**src/rtl/mem_port_arbiter.sv**
```systemverilog
// rtl/mem_port_arbiter.sv - fetch / load-store arbiter sharing one single-port synchronous memory
module mem_port_arbiter #(
   parameter int ADDR_WIDTH   = 32,
   parameter int DATA_WIDTH   = 32,
   parameter int MEM_LATENCY  = 1,
   parameter int STARVE_LIMIT = 4
) (
   input  logic                  clk,
   input  logic                  areset,
   input  logic                  if_req,
   input  logic [ADDR_WIDTH-1:0] if_addr,
   output logic                  if_gnt,
   output logic                  if_rvalid,
   output logic [DATA_WIDTH-1:0] if_rdata,
   input  logic                  d_req,
   input  logic                  d_we,
   input  logic [ADDR_WIDTH-1:0] d_addr,
   input  logic [DATA_WIDTH-1:0] d_wdata,
   input  logic [3:0]            d_wstrb,
   output logic                  d_gnt,
   output logic                  d_rvalid,
   output logic [DATA_WIDTH-1:0] d_rdata,
   output logic                  mem_en,
   output logic                  mem_we,
   output logic [ADDR_WIDTH-1:0] mem_addr,
   output logic [DATA_WIDTH-1:0] mem_wdata,
   output logic [3:0]            mem_wstrb,
   input  logic [DATA_WIDTH-1:0] mem_rdata
);

   logic [3:0]             starve_cnt;
   logic [MEM_LATENCY-1:0] tag_valid;
   logic [MEM_LATENCY-1:0] tag_owner;
   logic                   fetch_first;
   logic                   store_gnt;
   logic                   rd_accept;

   // Data normally wins a collision; a fetch denied long enough takes over.
   assign fetch_first = (starve_cnt >= 4'(STARVE_LIMIT));
   assign d_gnt       = ~areset & d_req & ~(if_req & fetch_first);
   assign if_gnt      = ~areset & if_req & ~(d_req & ~fetch_first);
   assign store_gnt   = d_gnt & d_we;
   assign rd_accept   = if_gnt | (d_gnt & ~d_we);

   assign mem_en    = if_gnt | d_gnt;
   assign mem_we    = store_gnt;
   assign mem_addr  = if_gnt ? {if_addr[ADDR_WIDTH-1:2], 2'b00} :
                      d_gnt  ? {d_addr[ADDR_WIDTH-1:2], 2'b00}  : '0;
   assign mem_wdata = store_gnt ? d_wdata : '0;
   assign mem_wstrb = store_gnt ? d_wstrb : 4'b0000;

   always_ff @(posedge clk or posedge areset) begin
      if (areset) begin
         starve_cnt <= 4'd0;
      end else if (if_req & ~if_gnt) begin
         starve_cnt <= (starve_cnt == 4'hF) ? starve_cnt : starve_cnt + 4'd1;
      end else begin
         starve_cnt <= 4'd0;
      end
   end

   // Stage 0 holds the newest issue; the top stage lines up with mem_rdata.
   always_ff @(posedge clk or posedge areset) begin
      if (areset) begin
         tag_valid <= '0;
         tag_owner <= '0;
      end else begin
         tag_valid <= MEM_LATENCY'({tag_valid, rd_accept});
         tag_owner <= MEM_LATENCY'({tag_owner, d_gnt});
      end
   end

   assign if_rvalid = ~areset & tag_valid[MEM_LATENCY-1] & ~tag_owner[MEM_LATENCY-1];
   assign d_rvalid  = ~areset & tag_valid[MEM_LATENCY-1] &  tag_owner[MEM_LATENCY-1];
   assign if_rdata  = if_rvalid ? mem_rdata : '0;
   assign d_rdata   = d_rvalid  ? mem_rdata : '0;

endmodule
```
**config.mk**
```make
export PLATFORM = sky130hd
export DESIGN_NAME = mem_port_arbiter
export DESIGN_NICKNAME = d
export VERILOG_FILES = /design/src/rtl/mem_port_arbiter.sv
export SDC_FILE = /design/constraint.sdc
export NUM_CORES = 1
export LEC_CHECK = 0
export CORE_AREA = 4 4 106 108
export CTS_CLUSTER_DIAMETER = 30
export CTS_CLUSTER_SIZE = 16
export DETAILED_ROUTE_END_ITERATION = 10
export DIE_AREA = 0 0 110 112
export SYNTH_ARGS = -nofsm -noshare
export SYNTH_HDL_FRONTEND = slang
export SYNTH_SLANG_ARGS = --single-unit
```
**constraint.sdc**
```tcl
create_clock -name clk -period 2.27 [get_ports clk]
set_input_delay 0.3405 -clock clk [delete_from_list [all_inputs] [get_ports clk]]
set_output_delay 0.3405 -clock clk [all_outputs]
set_load 0.05 [all_outputs]
```
Yosys cells after proc, flatten, opt, wreduce, memory -nomap -nowiden
Index checks and enable logic that the tools add are counted.

Add/subtract/negate cells: 1. $lt $le $gt $ge: 1. Equal/unequal tests: 2. Multiplexer cells: 8. Bitwise logic cells: 21.

Operator list (count): $mux 32 (5); $and 1x1->1 (12); $mux 4 (3); $not 1->1 (7); $add 4x1->4 const B (1); $eq 4x4->1 const B (1); $ge 4x3->1 const B (1); $ne 2x2->1 const B (1); $or 1x1->1 (2).

Flip-flop bits (word level): 6. Bits of input ports: 137. Logic and storage cells: 36.

Longest topological paths before layout
Depth in word-level cells: 8. Mapped depth: 6. Depth with buffers taken out: 4.

Least setup slack after synthesis
OpenSTA, ideal clock, no wires.

Path kind: input to output. From: in areset. To: out d_rdata[22]. Arrival time: 1779 ps. Path slack: 151 ps. Cell stages on the path: 4. Cell sequence: inv_2 -> and3_1 -> clkbuf_1 -> and2_1.

Longest elaborated chain between the ends: 4.

RTL lines: from (decl) (line 9) `input logic areset,`; $not 1->1 (line 74) `assign d_rvalid = ~areset & tag_valid[MEM_LATENCY-1] & tag_owner[MEM_LATENCY-1];`; $and 1x1->1 (2 in series) (line 74); named net d_rvalid (line 21) `output logic d_rvalid,`; $mux 32 (line 76) `assign d_rdata = d_rvalid ? mem_rdata : '0;`; to (decl) (line 22) `output logic [DATA_WIDTH-1:0] d_rdata,`.

The timed path passes the listed nets, and every way through them passes these cells.

Final worst setup path
From: in if_req. To: out mem_addr[20].

Longest elaborated chain between the ends: 5. Elaborated cells between the ends (all ways): 7. Those cells by class: mux: 2; bitwise: 5.

RTL lines: from (decl) (line 10) `input logic if_req,`; $and 1x1->1 (line 40) `assign d_gnt = ~areset & d_req & ~(if_req & fetch_first);`; $not 1->1 (line 40); $and 1x1->1 (line 40); $mux 32 (line 48) `d_gnt ? {d_addr[ADDR_WIDTH-1:2], 2'b00} : '0;`; $mux 32 * (line 47) `assign mem_addr = if_gnt ? {if_addr[ADDR_WIDTH-1:2], 2'b00} :`; to (decl) (line 25) `output logic [ADDR_WIDTH-1:0] mem_addr,`.

Every way passes the cells marked *; elsewhere a longest branch is shown, timed or not.

==> impl_metrics.yaml <==
pwr:
  p_leak_nw: 2.60
  p_total_mw: 1.40
  power_density_nw_per_um2: 237
  power.internal_mw: 0.841
  comb_power_share: 0.804
  switching_share: 0.400
  sequentialPowerShare: 0.085
  ir_drop_mv: 0.145
  p_clk_frac: 0.111
  p_sw_mw: 0.560
worst_setup_path:
  r2r-end: "tag_valid"
  r2r_slack_ps: 600
  arrival_ps: 1840
  worstPathMaxFanout: 34
  rr_worst_depth: 7
  required_ps: 1930
  crit_path_start_kind: "input pin"
  critPathKind: "input pin to output port"
  end_kind: "output port"
  r2r-start: "starve_cnt[3]"
synthesis:
  synth_cell_types: 23
  yosysWarnings: 0
  ys_ff_latch: 6
  yosysSeqAreaShare: 0.113
  yosys-top-cells-area: "and2_1, a22o_1, and3_1"
  synthFlopType: "dfrtp_1"
  syn_area_um2: 1330
  synthCells: 187
  synth_top_area_share: 0.306
  synth_area_leader_cell: "and2_1"
  async_flop_share: 1.00
  avgSynthCellArea_um2: 7.11
  synth_edf_count: 0
floorplanning:
  rows: 37
  floorplan.initialDensity: 0.130
  ios: 275
  die_w_um: 110
  dieArea_um2: 12300
  fp.dieH_um: 112
  core_area_um2: 10200
clocking:
  htreeDepth: 1
  path_clk_slew_ps: 30
  clk_path_buf_depth: 2
  clock_latency_ps: 220
  ctsRootBufferMaster: "clkbuf_8"
  clock-sinks: 6
  cts_tree: "done"
  numCtsBuffers: 3
layout:
  multi_input_area_um2: 1220
  diodes: 0
  nNetsFinal: 597
  seqCellArea_um2: 150
  drive_gt1_frac: 0.400
  final_area_um2: 5920
  nFillCells: 841
  syn_to_final_growth_pct: 345
global_routing:
  grt_pass1_vias: 2506
  gr-total-overflow: 0
  grt_pass1_wl_um: 13700
  grt_max_degree: 69
  antenna_found_initial: 0
  grt_use_total: 0.141
run_status:
  status: "finished clean"
drt:
  vias: 2484
  wl_um: 10300
  drc_errors: 0
  drtIter0Drc: 56
  drtAntennaViolNets: 0
  wl_per_cell_um: 17.4
  vias_per_cell: 4.19
  firstDrtPassIters: 4
placement:
  dp_hpwl_um: 8700
  dpl_cell_area_um2: 5580
  pre_cts_ws_ps: 15.5
  gp_congestion: 0.791
  io_buffers: 268
timing:
  finClkSkew_ps: 1.65
  layout_worst_path_cycle_share: 0.962
  fmax_ghz: 0.458
  period_minus_slack_ps: 2180
  rsz0062_at_grt: "false"
  fin_hold_ws_ps: 205
  hold_viol_final: 0
  setup_tns_ps: 0
  setup_viol: 0
  final-max-slew-violation-count: 0
  setup_ws_ps: 85.7
worst_hold_path:
  min_path_type: "input pin to async pin"
run:
  cap_violations: 0
registers in the layout, indices dropped and copies added (netlist names):
signal	flops
tag_owner	1
starve_cnt	4
tag_valid	1
power groups by stage:
| stage | registers (mW) | clock network, mW | logic (mW) |
|---|---|---|---|
| detailed placement | 0.120 | 0 | 1.07 |
| global route | 0.120 | 0.168 | 1.17 |
| floorplan | 0.118 | 0 | 0.422 |
| global placement | 0.119 | 0 | 1.06 |
| CTS | 0.119 | 0.162 | 1.07 |
| finish | 0.119 | 0.156 | 1.13 |
layout by cell type, fill, tap and decap left out:
cell type          n
buf_12           140
clkdlybuf4s50_1  130
and2_1            65
and3_1            37
a22o_4            18
a22o_1            12
buf_4             11
nor2_1             6
dfrtp_1            6
nor3_1             3
clkbuf_8           3
clkbuf_16          3
nor3b_1            2
nand3_1            2
conb_1             2
dlymetal6s2s_1     2
buf_8              2
o21ai_0            1
xnor2_1            1
a31oi_1            1
mux2i_1            1
nor3b_2            1
inv_2              1
nor3b_4            1
o21ai_1            1
and3_2             1
or2_2              1
nand2_1            1
ha_1               1
buf_6              1
what timing repair did:
item | in CTS | in global routing
resized for setup | 0 | 26
endpoints found under the setup margin | 0 | 97
setup buffers | 0 | 5
hold buffers | 0 | 0
worst max-delay path, cell delays in order:
cell             delay [ps]
clkdlybuf4s50_1         530
o21ai_1                  80
and3_2                  260
clkbuf_16               220
a22o_1                  240
buf_12                  160
through the flow:
| step | util | cells |
|---|---|---|
| 6_report | 0.578 | 593 |
| 5_1_grt | 0.578 | 593 |
| 3_5_place_dp | 0.546 | 582 |
| 2_1_floorplan | - | 188 |
| 4_1_cts | 0.550 | 585 |
| 3_3_place_gp | 0.546 | 582 |
cells in the mapped netlist, types with 2 or more instances:
master,n
nand3_1,2
nor3b_1,3
buf_2,6
nor2_1,6
and3_1,38
nor3_1,3
a22o_1,30
buf_6,3
buf_4,2
and2_1,65
clkbuf_1,12
dfrtp_1,6
area by class of cell:
| class | count | share of cell area |
|---|---|---|
| Sequential cell | 6 | 0.0254 |
| Tap cell | 136 | 0.0288 |
| Multi-Input combinational cell | 158 | 0.207 |
| Inverter | 1 | 0.000634 |
| Clock buffer | 3 | 0.00698 |
| Timing Repair Buffer | 289 | 0.731 |
cell families after synthesis:
family,count (synthesis),synth area share
simple gates,120,0.555
compound gates,33,0.210
buf+inv,24,0.0960
flops,6,0.113
fa+ha+maj,1,0.00941
other cells,1,0.00282
xor+xnor,1,0.00659
mux,1,0.00753
worst max-delay path by stage:
stage | start | end | slack [ps] | cells past startpoint
5_1_grt | starve_cnt[2] | mem_addr[20] | 7 | 7
3_5_place_dp | areset | mem_wdata[10] | 20 | 6
6_report | if_req | mem_addr[20] | 90 | 6
4_1_cts | areset | mem_wdata[10] | 10 | 6
2_1_floorplan | areset | d_rdata[22] | 150 | 4
3_3_place_gp | d_req | mem_addr[13] | 50 | 7
layer usage:
| metal | up-vias | track usage | wire length [um] |
|---|---|---|---|
| li1 | 1198 | - | - |
| met1 | 1108 | 0.129 | 3220 |
| met2 | 170 | 0.284 | 5680 |
| met3 | 8 | 0.0499 | 1290 |
| met4 | 0 | 0.0324 | 124 |
| met5 | - | 0 | 0 |
(Power assumes the default switching activity.)
==> variant 1 (same settings) <==
The parameter `ADDR_WIDTH` goes from 32 to 24.
--- a/src/rtl/mem_port_arbiter.sv
+++ b/src/rtl/mem_port_arbiter.sv
@@ -2,3 +2,3 @@
 module mem_port_arbiter #(
-   parameter int ADDR_WIDTH   = 32,
+   parameter int ADDR_WIDTH   = 24,
    parameter int DATA_WIDTH   = 32,
Interface: changed (resized d_addr, if_addr and mem_addr); port bits go from 275 to 251. The function was not compared with the original's and may differ.
==> variant 1 against the unedited design <==
Setup slack improved by 47 ps; sequential cell count stayed put; routed wire length down 18%; sequential power is essentially flat; critical path depth is the same; power down 13%; final area shrank 12%; area after synthesis shrank 5.6%; utilization decreased by 7.2 points.
==> variant 1: results <==
[critical_path]
ff2ff_path_depth = 4
regToRegStartpoint = starve_cnt[2]$_DFFE_PP0P_
worstSetupStartpoint = d_req
reg2reg_slack_ps = 890
slowest_delay_ps = 500
worst_ep_arrival_time_ps = 1800

[layout]
n_sequential_cell = 6
fill_cells = 897
nMultiInputCombCells = 150
nonClkBufAreaFrac_pct = 73.6
nNonClkBuffers = 251
clkCellAreaFrac_pct = 0.797
fin_nets = 535

[route]
viasPerCell = 4.03
wl_met3_microns = 1420
met2_length_microns = 4450
dr.pass1.iters = 5
initialDrtViolationCount = 45

[logic_synthesis]
synth.mux.area_fraction_pct = 0.798
synth_fa_ha_area_share_pct = 0.997
yosysSeqAreaShare_pct = 12.0
synth_xor_area_share_pct = 0.698
synth-compound-area-share_pct = 16.7
yosys-top-cells-count = and2_1 (65), and3_1 (38), a22o_1 (22), clkbuf_1 (9), buf_2 (8)
synth_area_leaders = and2_1 (32%), and3_1 (19%), a22o_1 (15%), dfrtp_1 (12%), buf_2 (3.2%)

[pwr]
switching_share_pct = 39.9
seqPwrFrac_pct = 9.8
peakVddDrop_mv = 0.143
power.leakage_nw = 2.23

[status]
status = complete, no violations

[global_route]
grt_first_pass_wirelength_microns = 12300
use_met1_pct = 10.5
grt_use_met2_pct = 24.8
grt_use_met3_pct = 6.96
grt_usage_pct = 12.5
antenna_found_initial = 1
grt_pass1_vias = 2373

[placed_design]
dpl_worst_slack_ps = 115
gp_congestion = 0.715
port_buffers = 244
dpl.hpwl_microns = 7720
variant 1: changes by cell type after synthesis, moves of 2 or more:
cell,unedited run,this run
a22o_1,30,22
buf_6,3,0
clkbuf_1,12,9
buf_2,6,8
buf_4,2,4
nor3b_1,3,1
variant 1: critical path: cells and delay by family:
family	cells	cell delay [ps]
AOI/OAI and AO/OA	1	280
buffers and inverters	3	820
and+or+nand+nor	2	350
variant 1: worst max path at each step:
stage,endpoint,slack [ps],cells after the start
6_report,mem_addr[3],130,6
5_1_grt,mem_wdata[26],60,6
4_1_cts,mem_addr[3],120,6
3_5_place_dp,mem_addr[3],110,6
3_3_place_gp,mem_addr[3],140,6
2_1_floorplan,if_rdata[11],180,3
variant 1: through the flow:
step,hold slack [ps],power [mW],area [sq um],std cells,utilization [%]
final,494,1.22,5180,548,50.7
after global placement,554,1.06,5140,544,50.2
after global routing,526,1.27,5180,548,50.7
after floorplan,104,0.494,1260,178,-
after detailed placement,589,1.07,5140,544,50.2
after CTS,499,1.23,5180,547,50.6
==> variant 2 (config.mk and constraints unchanged) <==
Without the edit above. Reset style: synchronous (`areset`), changed in 2 clocked blocks.
--- a/src/rtl/mem_port_arbiter.sv
+++ b/src/rtl/mem_port_arbiter.sv
@@ -51,3 +51,3 @@
 
-   always_ff @(posedge clk or posedge areset) begin
+   always_ff @(posedge clk) begin
       if (areset) begin
@@ -62,3 +62,3 @@
    // Stage 0 holds the newest issue; the top stage lines up with mem_rdata.
-   always_ff @(posedge clk or posedge areset) begin
+   always_ff @(posedge clk) begin
       if (areset) begin
Function: same outputs for any inputs over 10 cycles, from zero or initial values and one cycle with areset high; that may be too few to reach the edited logic, so the function may still have changed.
==> variant 2 against the unedited design <==
Final area fell by 7.1%; sequential share of layout area down 0.35 points; area after synthesis fell by 5.3%; critical path depth stayed put; routed wire length shrank 0.90%; setup slack improved by 27 ps; sequential cell count did not move; power is 9.0% lower; first-iteration DRC count fell by 13%; largest cell class unchanged.
==> variant 2: results <==
[status]
status = complete, no violations

[clocking]
cts_buffers = 3
h-tree-depth = 1
clk_pin_slew_ps = 30
clk_latency_ps = 220

[worst_hold_path]
hold_path_depth = 1
hold_path.class = register to register
hold_end = starve_cnt[0]$_SDFFE_PP0P_
hold_start = starve_cnt[0]$_SDFFE_PP0P_

[route]
met2_length_microns = 5530
wl_met1_microns = 3430
viasPerCell = 3.97
wl_per_cell_microns = 17.9
wl_met3_microns = 1110
initialDrtViolationCount = 49

[logic_synthesis]
synth_area_leaders = and2_1 (52%), a22o_1 (21%), dfxtp_1 (9.5%), buf_2 (2.8%), buf_6 (2.7%)
synth.distinct_cells = 20
yosys-top-cells-count = and2_1 (104), a22o_1 (30), buf_2 (7), dfxtp_1 (6), clkbuf_1 (5)
synth_flop_cell = dfxtp_1
synth-async-reset-ratio_pct = 0
syn_inst = 175
yosysSeqAreaShare_pct = 9.54

[pwr]
clkPwrFrac_pct = 12.3
switching_power_mw = 0.506
power.leakage_nw = 2.25
peakVddDrop_mv = 0.245
seqPwrFrac_pct = 8.8

[critical_path]
ff2ff_path_depth = 4
regToRegEndpoint = tag_valid$_SDFF_PP0_
worst_ep_arrival_time_ps = 1820
reg2reg_slack_ps = 1280
regToRegStartpoint = starve_cnt[2]$_SDFFE_PP0P_
crit_end = mem_addr[18]
worst-path-max-fanout = 31
worstSetupStartpoint = d_req

[global_route]
grt_first_pass_wirelength_microns = 14100
use_met1_pct = 15.0
grt_usage_pct = 14.9
grt_use_met2_pct = 29.4
grt_max_degree = 38
grt_use_met3_pct = 4.87
grt_pass1_vias = 2305

[layout]
drive_above_1_share_pct = 34.3
instances_no_fill = 570

[placed_design]
gp_congestion = 0.817
place_area_sq_um = 5450
dpl.hpwl_microns = 9190

[sta]
finClkSkew_ps = 0.540
==> variant 2: changes by cell type after synthesis, moves of 2 or more <==
| cell | unedited run | this run |
|---|---|---|
| nor3b_1 | 3 | 0 |
| dfxtp_1 | 0 | 6 |
| dfrtp_1 | 6 | 0 |
| nand3_1 | 2 | 0 |
| clkbuf_1 | 12 | 5 |
| nor3_1 | 3 | 0 |
| nor2_1 | 6 | 3 |
| and2_1 | 65 | 104 |
| buf_4 | 2 | 4 |
| and3_1 | 38 | 2 |
==> variant 2: repair_timing <==
| action | 4_1_cts | 5_1_grt |
|---|---|---|
| resized for setup | 0 | 2 |
| setup buffers | 0 | 0 |
| endpoints found under the setup margin | 0 | 2 |
==> variant 2: kinds of logic (layout without fill, tap and decap cells) <==
family | count (synthesis) | in the layout | synth area share (%)
and+or+nand+nor | 114 | 114 | 57.0
AOI/OAI and AO/OA | 33 | 33 | 22.6
buffers and inverters | 20 | 277 | 9.64
DFF | 6 | 6 | 9.54
adders and majority gates | 1 | 1 | 0.994
other | 1 | 3 | 0.298
==> variant 2: metrics by stage <==
step / setup slack [ps] / total power, mW / hold slack (ps)
final: 112 / 1.27 / 424
after global routing: 24.1 / 1.33 / 447
after CTS: 75.7 / 1.29 / 432
after detailed placement: 85.9 / 1.12 / 426
after global placement: 95.2 / 1.12 / 407
after floorplan: 226 / 0.505 / 398
==> variant 2: area by class of cell <==
class	count	area, sq um
repair buffers	273	4130
well taps	136	170
inverters	1	3.75
flip-flops and latches	6	120
clock buffers	3	41.3
fillers	880	4730
multi-input cells	151	1030
==> variant 2: worst max-delay path: stages <==
cell and delay, ps:
clkdlybuf4s50_1 510, nor2b_2 200, and2_4 180, buf_12 180, a22o_1 240, buf_12 160
